<file path="src/rtl/bus_cycle_controller.sv">
// 68030 bus-termination engine: per-device wait count, ready extension and port width drive DSACK/BERR.
// Optional bus-timeout watchdog is built when BUS_TIMEOUT_EN is defined.
module bus_cycle_controller #(
  parameter int NUM_DEVICES    = 8,
  parameter int WAIT_WIDTH     = 4,
  parameter int TIMEOUT_CYCLES = 256
) (
  input  logic                              clock,
  input  logic                              reset,
  input  logic                              as,
  input  logic                              enable,
  input  logic [NUM_DEVICES-1:0]            device_selected,
  input  logic [NUM_DEVICES*WAIT_WIDTH-1:0] wait_cycles,
  input  logic [2*NUM_DEVICES-1:0]          port_width,
  input  logic [NUM_DEVICES-1:0]            ext_wait,
  output logic [1:0]                        n_dsack,
  output logic                              dsack_oe,
  output logic                              n_berr,
  output logic                              busy,
  output logic                              timeout_flag
);

  localparam int IDX_W = (NUM_DEVICES > 1) ? $clog2(NUM_DEVICES) : 1;

  localparam logic [2:0] S_IDLE = 3'd0;
  localparam logic [2:0] S_WAIT = 3'd1;
  localparam logic [2:0] S_ACK  = 3'd2;
  localparam logic [2:0] S_BERR = 3'd3;
  localparam logic [2:0] S_HOLD = 3'd4;

  logic [WAIT_WIDTH-1:0] wait_arr [NUM_DEVICES];
  logic [1:0]            pw_arr   [NUM_DEVICES];

  genvar gi;
  generate
    for (gi = 0; gi < NUM_DEVICES; gi++) begin : g_unpack
      assign wait_arr[gi] = wait_cycles[gi*WAIT_WIDTH +: WAIT_WIDTH];
      assign pw_arr[gi]   = port_width[2*gi +: 2];
    end
  endgenerate

  logic [2:0]            state_q, state_d;
  logic [IDX_W-1:0]      idx_q, idx_d;
  logic [WAIT_WIDTH-1:0] cnt_q, cnt_d;
  logic [1:0]            pw_q, pw_d;
  logic [1:0]            n_dsack_q, n_dsack_d;
  logic                  n_berr_q, n_berr_d;
  logic                  dsack_oe_q, dsack_oe_d;
  logic                  busy_q, busy_d;
  logic                  timeout_hit;

  logic [IDX_W-1:0]      sel_idx;
  logic                  sel_any;
  logic [WAIT_WIDTH-1:0] sel_wait;
  logic [1:0]            sel_pw;

  // Lowest-numbered select wins when the decoder asserts more than one.
  always_comb begin
    sel_idx = '0;
    sel_any = 1'b0;
    for (int i = NUM_DEVICES - 1; i >= 0; i--) begin
      if (device_selected[i]) begin
        sel_idx = IDX_W'(i);
        sel_any = 1'b1;
      end
    end
  end

  assign sel_wait = wait_arr[sel_idx];
  assign sel_pw   = pw_arr[sel_idx];

`ifdef BUS_TIMEOUT_EN
  localparam int TIMER_W = $clog2(TIMEOUT_CYCLES);
  logic [TIMER_W-1:0] timer_q, timer_d;
  logic               timeout_flag_q, timeout_flag_d;

  assign timeout_hit  = (timer_q == TIMER_W'(TIMEOUT_CYCLES - 1));
  assign timeout_flag = timeout_flag_q;
`else
  assign timeout_hit  = 1'b0;
  assign timeout_flag = 1'b0;
`endif

  always_comb begin
    state_d   = state_q;
    idx_d     = idx_q;
    cnt_d     = cnt_q;
    pw_d      = pw_q;
    n_dsack_d = 2'b11;
    n_berr_d  = 1'b1;
`ifdef BUS_TIMEOUT_EN
    timer_d        = timer_q;
    timeout_flag_d = timeout_flag_q;
`endif
    case (state_q)
      S_IDLE: begin
        if (as && enable) begin
          idx_d = sel_idx;
          cnt_d = sel_wait;
          pw_d  = sel_pw;
`ifdef BUS_TIMEOUT_EN
          timer_d = '0;
`endif
          // BERR output follows one clock after entry so it lines up with the decode latency.
          state_d = (!sel_any || sel_pw == 2'b11) ? S_BERR : S_WAIT;
        end
      end
      S_WAIT: begin
`ifdef BUS_TIMEOUT_EN
        timer_d = timer_q + 1'b1;
`endif
        if (!as) begin
          state_d = S_IDLE;
        end else if (cnt_q != '0) begin
          cnt_d = cnt_q - 1'b1;
        end else if (!ext_wait[idx_q]) begin
          state_d   = S_ACK;
          n_dsack_d = pw_q;
        end else if (timeout_hit) begin
          state_d  = S_BERR;
          n_berr_d = 1'b0;
`ifdef BUS_TIMEOUT_EN
          timeout_flag_d = 1'b1;
`endif
        end
      end
      S_ACK: begin
        if (as) n_dsack_d = pw_q;
        else    state_d   = S_HOLD;
      end
      S_BERR: begin
        if (as) n_berr_d = 1'b0;
        else    state_d  = S_HOLD;
      end
      S_HOLD:  state_d = S_IDLE;
      default: state_d = S_IDLE;
    endcase
    dsack_oe_d = (state_d != S_IDLE);
    busy_d     = (state_d != S_IDLE);
  end

  always_ff @(posedge clock) begin
    if (reset) begin
      state_q    <= S_IDLE;
      idx_q      <= '0;
      cnt_q      <= '0;
      pw_q       <= 2'b00;
      n_dsack_q  <= 2'b11;
      n_berr_q   <= 1'b1;
      dsack_oe_q <= 1'b0;
      busy_q     <= 1'b0;
`ifdef BUS_TIMEOUT_EN
      timer_q        <= '0;
      timeout_flag_q <= 1'b0;
`endif
    end else begin
      state_q    <= state_d;
      idx_q      <= idx_d;
      cnt_q      <= cnt_d;
      pw_q       <= pw_d;
      n_dsack_q  <= n_dsack_d;
      n_berr_q   <= n_berr_d;
      dsack_oe_q <= dsack_oe_d;
      busy_q     <= busy_d;
`ifdef BUS_TIMEOUT_EN
      timer_q        <= timer_d;
      timeout_flag_q <= timeout_flag_d;
`endif
    end
  end

  assign n_dsack  = n_dsack_q;
  assign n_berr   = n_berr_q;
  assign dsack_oe = dsack_oe_q;
  assign busy     = busy_q;

endmodule

</file>
<file path="config.mk">
export PLATFORM = sky130hd
export DESIGN_NAME = bus_cycle_controller
export DESIGN_NICKNAME = d
export VERILOG_FILES = /design/src/rtl/bus_cycle_controller.sv
export SDC_FILE = /design/constraint.sdc
export NUM_CORES = 1
export LEC_CHECK = 0
export BUFFER_PORTS_ARGS = -buffer_cell sky130_fd_sc_hd__buf_2
export CELL_PAD_IN_SITES_DETAIL_PLACEMENT = 1
export CELL_PAD_IN_SITES_GLOBAL_PLACEMENT = 1
export CORE_MARGIN = 2
export CORE_UTILIZATION = 25
export CTS_CLUSTER_SIZE = 40
export DETAILED_ROUTE_END_ITERATION = 16
export GPL_TIMING_DRIVEN = 1
export HOLD_SLACK_MARGIN = 0.06
export PLACE_DENSITY_LB_ADDON = 0.1
export SLEW_MARGIN = 10
export SYNTH_ARGS = -nofsm -noshare
export SYNTH_HDL_FRONTEND = slang
export SYNTH_SLANG_ARGS = --single-unit
</file>
<file path="constraint.sdc">
create_clock -name clock -period 1.7 [get_ports clock]
set_input_delay 0.085 -clock clock [delete_from_list [all_inputs] [get_ports clock]]
set_output_delay 0.085 -clock clock [all_outputs]
set_load 0.005 [all_outputs]
</file>
==> flow_summary.json <==
{
  "critPathCaptureType": "flop",
  "yosysWarnings": 0,
  "drc": 0,
  "gp_congestion": 0.739,
  "insertion_delay_ns": 0.25,
  "worst_slack_ns": -0.124,
  "start_kind": "flop",
  "synth.area.top_cells": "dfxtp_1, mux2i_1, nor2_1",
  "overflow": 0,
  "netlist_area_mm2": 0.00138,
  "vias_per_cell": 4.83,
  "post_drt_wl_per_cell_um": 13.7,
  "status": "complete, but fails checks",
  "clk_pin_slew_worst_paths_ns": 0.07,
  "max_freq_mhz": 548,
  "report.final.slew_viol_count": 0,
  "most-common-layout-cells": "buf_2, buf_4, mux2i_1, nor2_1, dfxtp_1",
  "worstHoldPathType": "in -> reg",
  "antenna_found_initial": 0,
  "hold_buffers": 0,
  "placementRows": 27,
  "setup_viol": 5,
  "final_common_cell": "buf_2",
  "cp_cell_sequence": "mux4_2 -> mux2_4 -> nor3_4 -> buf_4 -> buf_4 -> nor2b_1 -> o22ai_2 -> a21oi_2",
  "slew_headroom_pct": 66.3,
  "first_iter_violations": 35,
  "numCtsBuffers": 3,
  "switchingPower_uw": 361,
  "cp_max_fo": 3,
  "power.density_mw_per_mm2": 547,
  "ir_drop_uv": 267,
  "ys_ff_latch": 16,
  "cts.sinks": 16,
  "drt-pass1-iter-count": 4,
  "die_h_um": 78.2,
  "io_pins": 74,
  "p_leak_nw": 0.992,
  "cts_root_buf": "clkbuf_8",
  "core_area_mm2": 0.00541,
  "tritoncts": "yes",
  "synth_async_sr_flop_share_pct": 0,
  "yosysTopAreaCellShare_pct": 23.3,
  "syn_inst": 162,
  "grt_pass1_wl_mm": 8.00,
  "final.period_utilization_pct": 107,
  "grt_pass1_vias": 1745,
  "die-area_mm2": 0.00611,
  "io_buffers": 72,
  "seqPwrFrac_pct": 34.6,
  "finClkSkew_ns": 0.00991,
  "finalHoldViolCount": 0,
  "hpwl_mm": 4.02,
  "arrival_ns": 1.98,
  "hp-start": "as",
  "rr_startpoint": "idx_q[0]$_SDFFE_PP0P_",
  "grt_max_degree": 16,
  "final_nets": 336,
  "syn_nets": 232,
  "fin_setup_tns_ns": -0.480,
  "ys_types": 49,
  "synth_area_per_cell_um2": 8.50,
  "path_class": "reg -> reg",
  "period_minus_slack_ns": 1.82,
  "fp.dieW_um": 78.2,
  "required_ns": 1.85,
  "synth-edff-count": 0,
  "rsz0062_at_grt": "yes",
  "diodes": 0,
  "cp_slowest_cell": "mux4_2",
  "crit_path_max_incr_delay_ns": 0.48,
  "htree_levels": 1,
  "crit_top_cell": "buf_4",
  "vias": 1629,
  "wl_mm": 4.62,
  "clockBufferDepth": 2,
  "seq_area_frac_synth_pct": 23.3,
  "area_delta_synth_final_pct": 59.6,
  "track_usage_pct": 15.9,
  "cap_violations": 0,
  "total_power_mw": 1.20,
  "p_clk_share_pct": 28.8,
  "pwr-share-comb_pct": 36.6,
  "ys.flop_type": "dfxtp_1",
  "failed_checks": "negative setup slack",
  "final_layout_size_suffix_gt1_share_pct": 55.1,
  "switching_share_pct": 30.0,
  "power.internal_uw": 842,
  "setup.worst_path.start": "idx_q[0]$_SDFFE_PP0P_",
  "yosys.area.top_type": "dfxtp_1",
  "start_util_pct": 25.5,
  "worstMarginPinSlew_ns": 0.502,
  "postRouteAntennaNets": 0
}
==> path summary, 6_finish.rpt <==
path | slack, ns | depth (start not counted) | to
setup / recovery | -0.12 | 8 | busy$_SDFF_PP0_
hold / removal | 0.10 | 2 | n_berr$_SDFF_PP1_
setup reg to reg | -0.12 | 8 | busy$_SDFF_PP0_
hold reg to reg | 0.46 | 1 | n_dsack[1]$_SDFF_PP1_
==> what timing repair did <==
| item | in CTS | in global routing |
|---|---|---|
| gates resized for setup | 7 | 19 |
| pin swaps | 5 | 7 |
| buffers inserted | 2 | 1 |
| endpoints found under the setup margin | 8 | 10 |
==> cells by family (layout without fill, tap and decap cells) <==
group                    Yosys count  count (layout)  synth area share, %
AND/OR/NAND/NOR                   63              63                 25.5
adder cells (fa/ha/maj)            2               2                 1.82
other                              1               1                0.272
multiplexers                      28              28                 25.3
AO/OA/AOI/OAI                     40              40                 19.4
buffers and inverters             12             115                 4.45
flip-flops                        16              16                 23.3
==> power groups by stage <==
stage	clock, mW	combinational [mW]	sequential [mW]
floorplan	0	0.210	0.415
global placement	0	0.403	0.421
detailed placement	0	0.408	0.421
CTS	0.354	0.419	0.414
global route	0.376	0.490	0.419
finish	0.346	0.440	0.417
==> through the flow <==
stage	std cells	hold WS [ns]	cell area (µm²)	utilization, %	setup WS [ns]
detailed placement	330	0.362	2020	37.4	-0.222
CTS	336	0.101	2110	39.1	-0.129
global route	337	0.113	2200	40.6	-0.227
global placement	330	0.353	2020	37.4	-0.275
finish	337	0.103	2200	40.6	-0.124
floorplan	162	0.161	1370	-	-0.0826
==> Yosys cell counts, types with 2 or more instances <==
cell,number
or3_1,2
a211oi_1,4
o21a_1,2
o22ai_1,5
nand2_1,11
nor3b_1,3
nand2b_1,3
mux4_2,2
o21ai_1,2
mux4_1,2
o21ai_0,5
mux2i_1,19
mux2_2,2
buf_4,2
dfxtp_1,16
nand3_1,3
nor4_2,2
a21oi_1,7
or2_1,4
nor3_1,5
nor2b_1,2
nor2_1,20
mux2_1,2
o32ai_1,2
a2bb2oi_1,2
o31ai_1,3
inv_1,5
ha_1,2
a31oi_1,2
nor3_4,2
==> critical path, delay by kind of cell, from the launching register on <==
kind / cells / cell delay (ns)
compound gates: 2 / 0.20
buf+inv: 2 / 0.23
flops: 1 / 0.36
mux: 2 / 0.78
simple gates: 2 / 0.16
==> layout make-up <==
cell class              count  area, µm²
repair buffers            105        621
fillers                   688       3210
inverters                   6       22.5
flip-flops and latches     16        328
well taps                  72       90.1
multi-input cells         134       1080
clock buffers               4       55.1
==> layer usage <==
layer	vias to the layer above	wire, µm	track usage, %
met2	38	2320	28.6
met4	0	21	2.11
li1	814	-	-
met3	2	174	2.41
met5	-	0	0
met1	775	2100	20.7
==> flip-flops by register name (all words and copies together), names as in the netlist <==
signal / flops
busy: 1
cnt_q: 4
idx_q: 3
n_berr: 1
n_dsack: 2
pw_q: 2
state_q: 3
No activity file was read; power rests on OpenSTA's default activity.
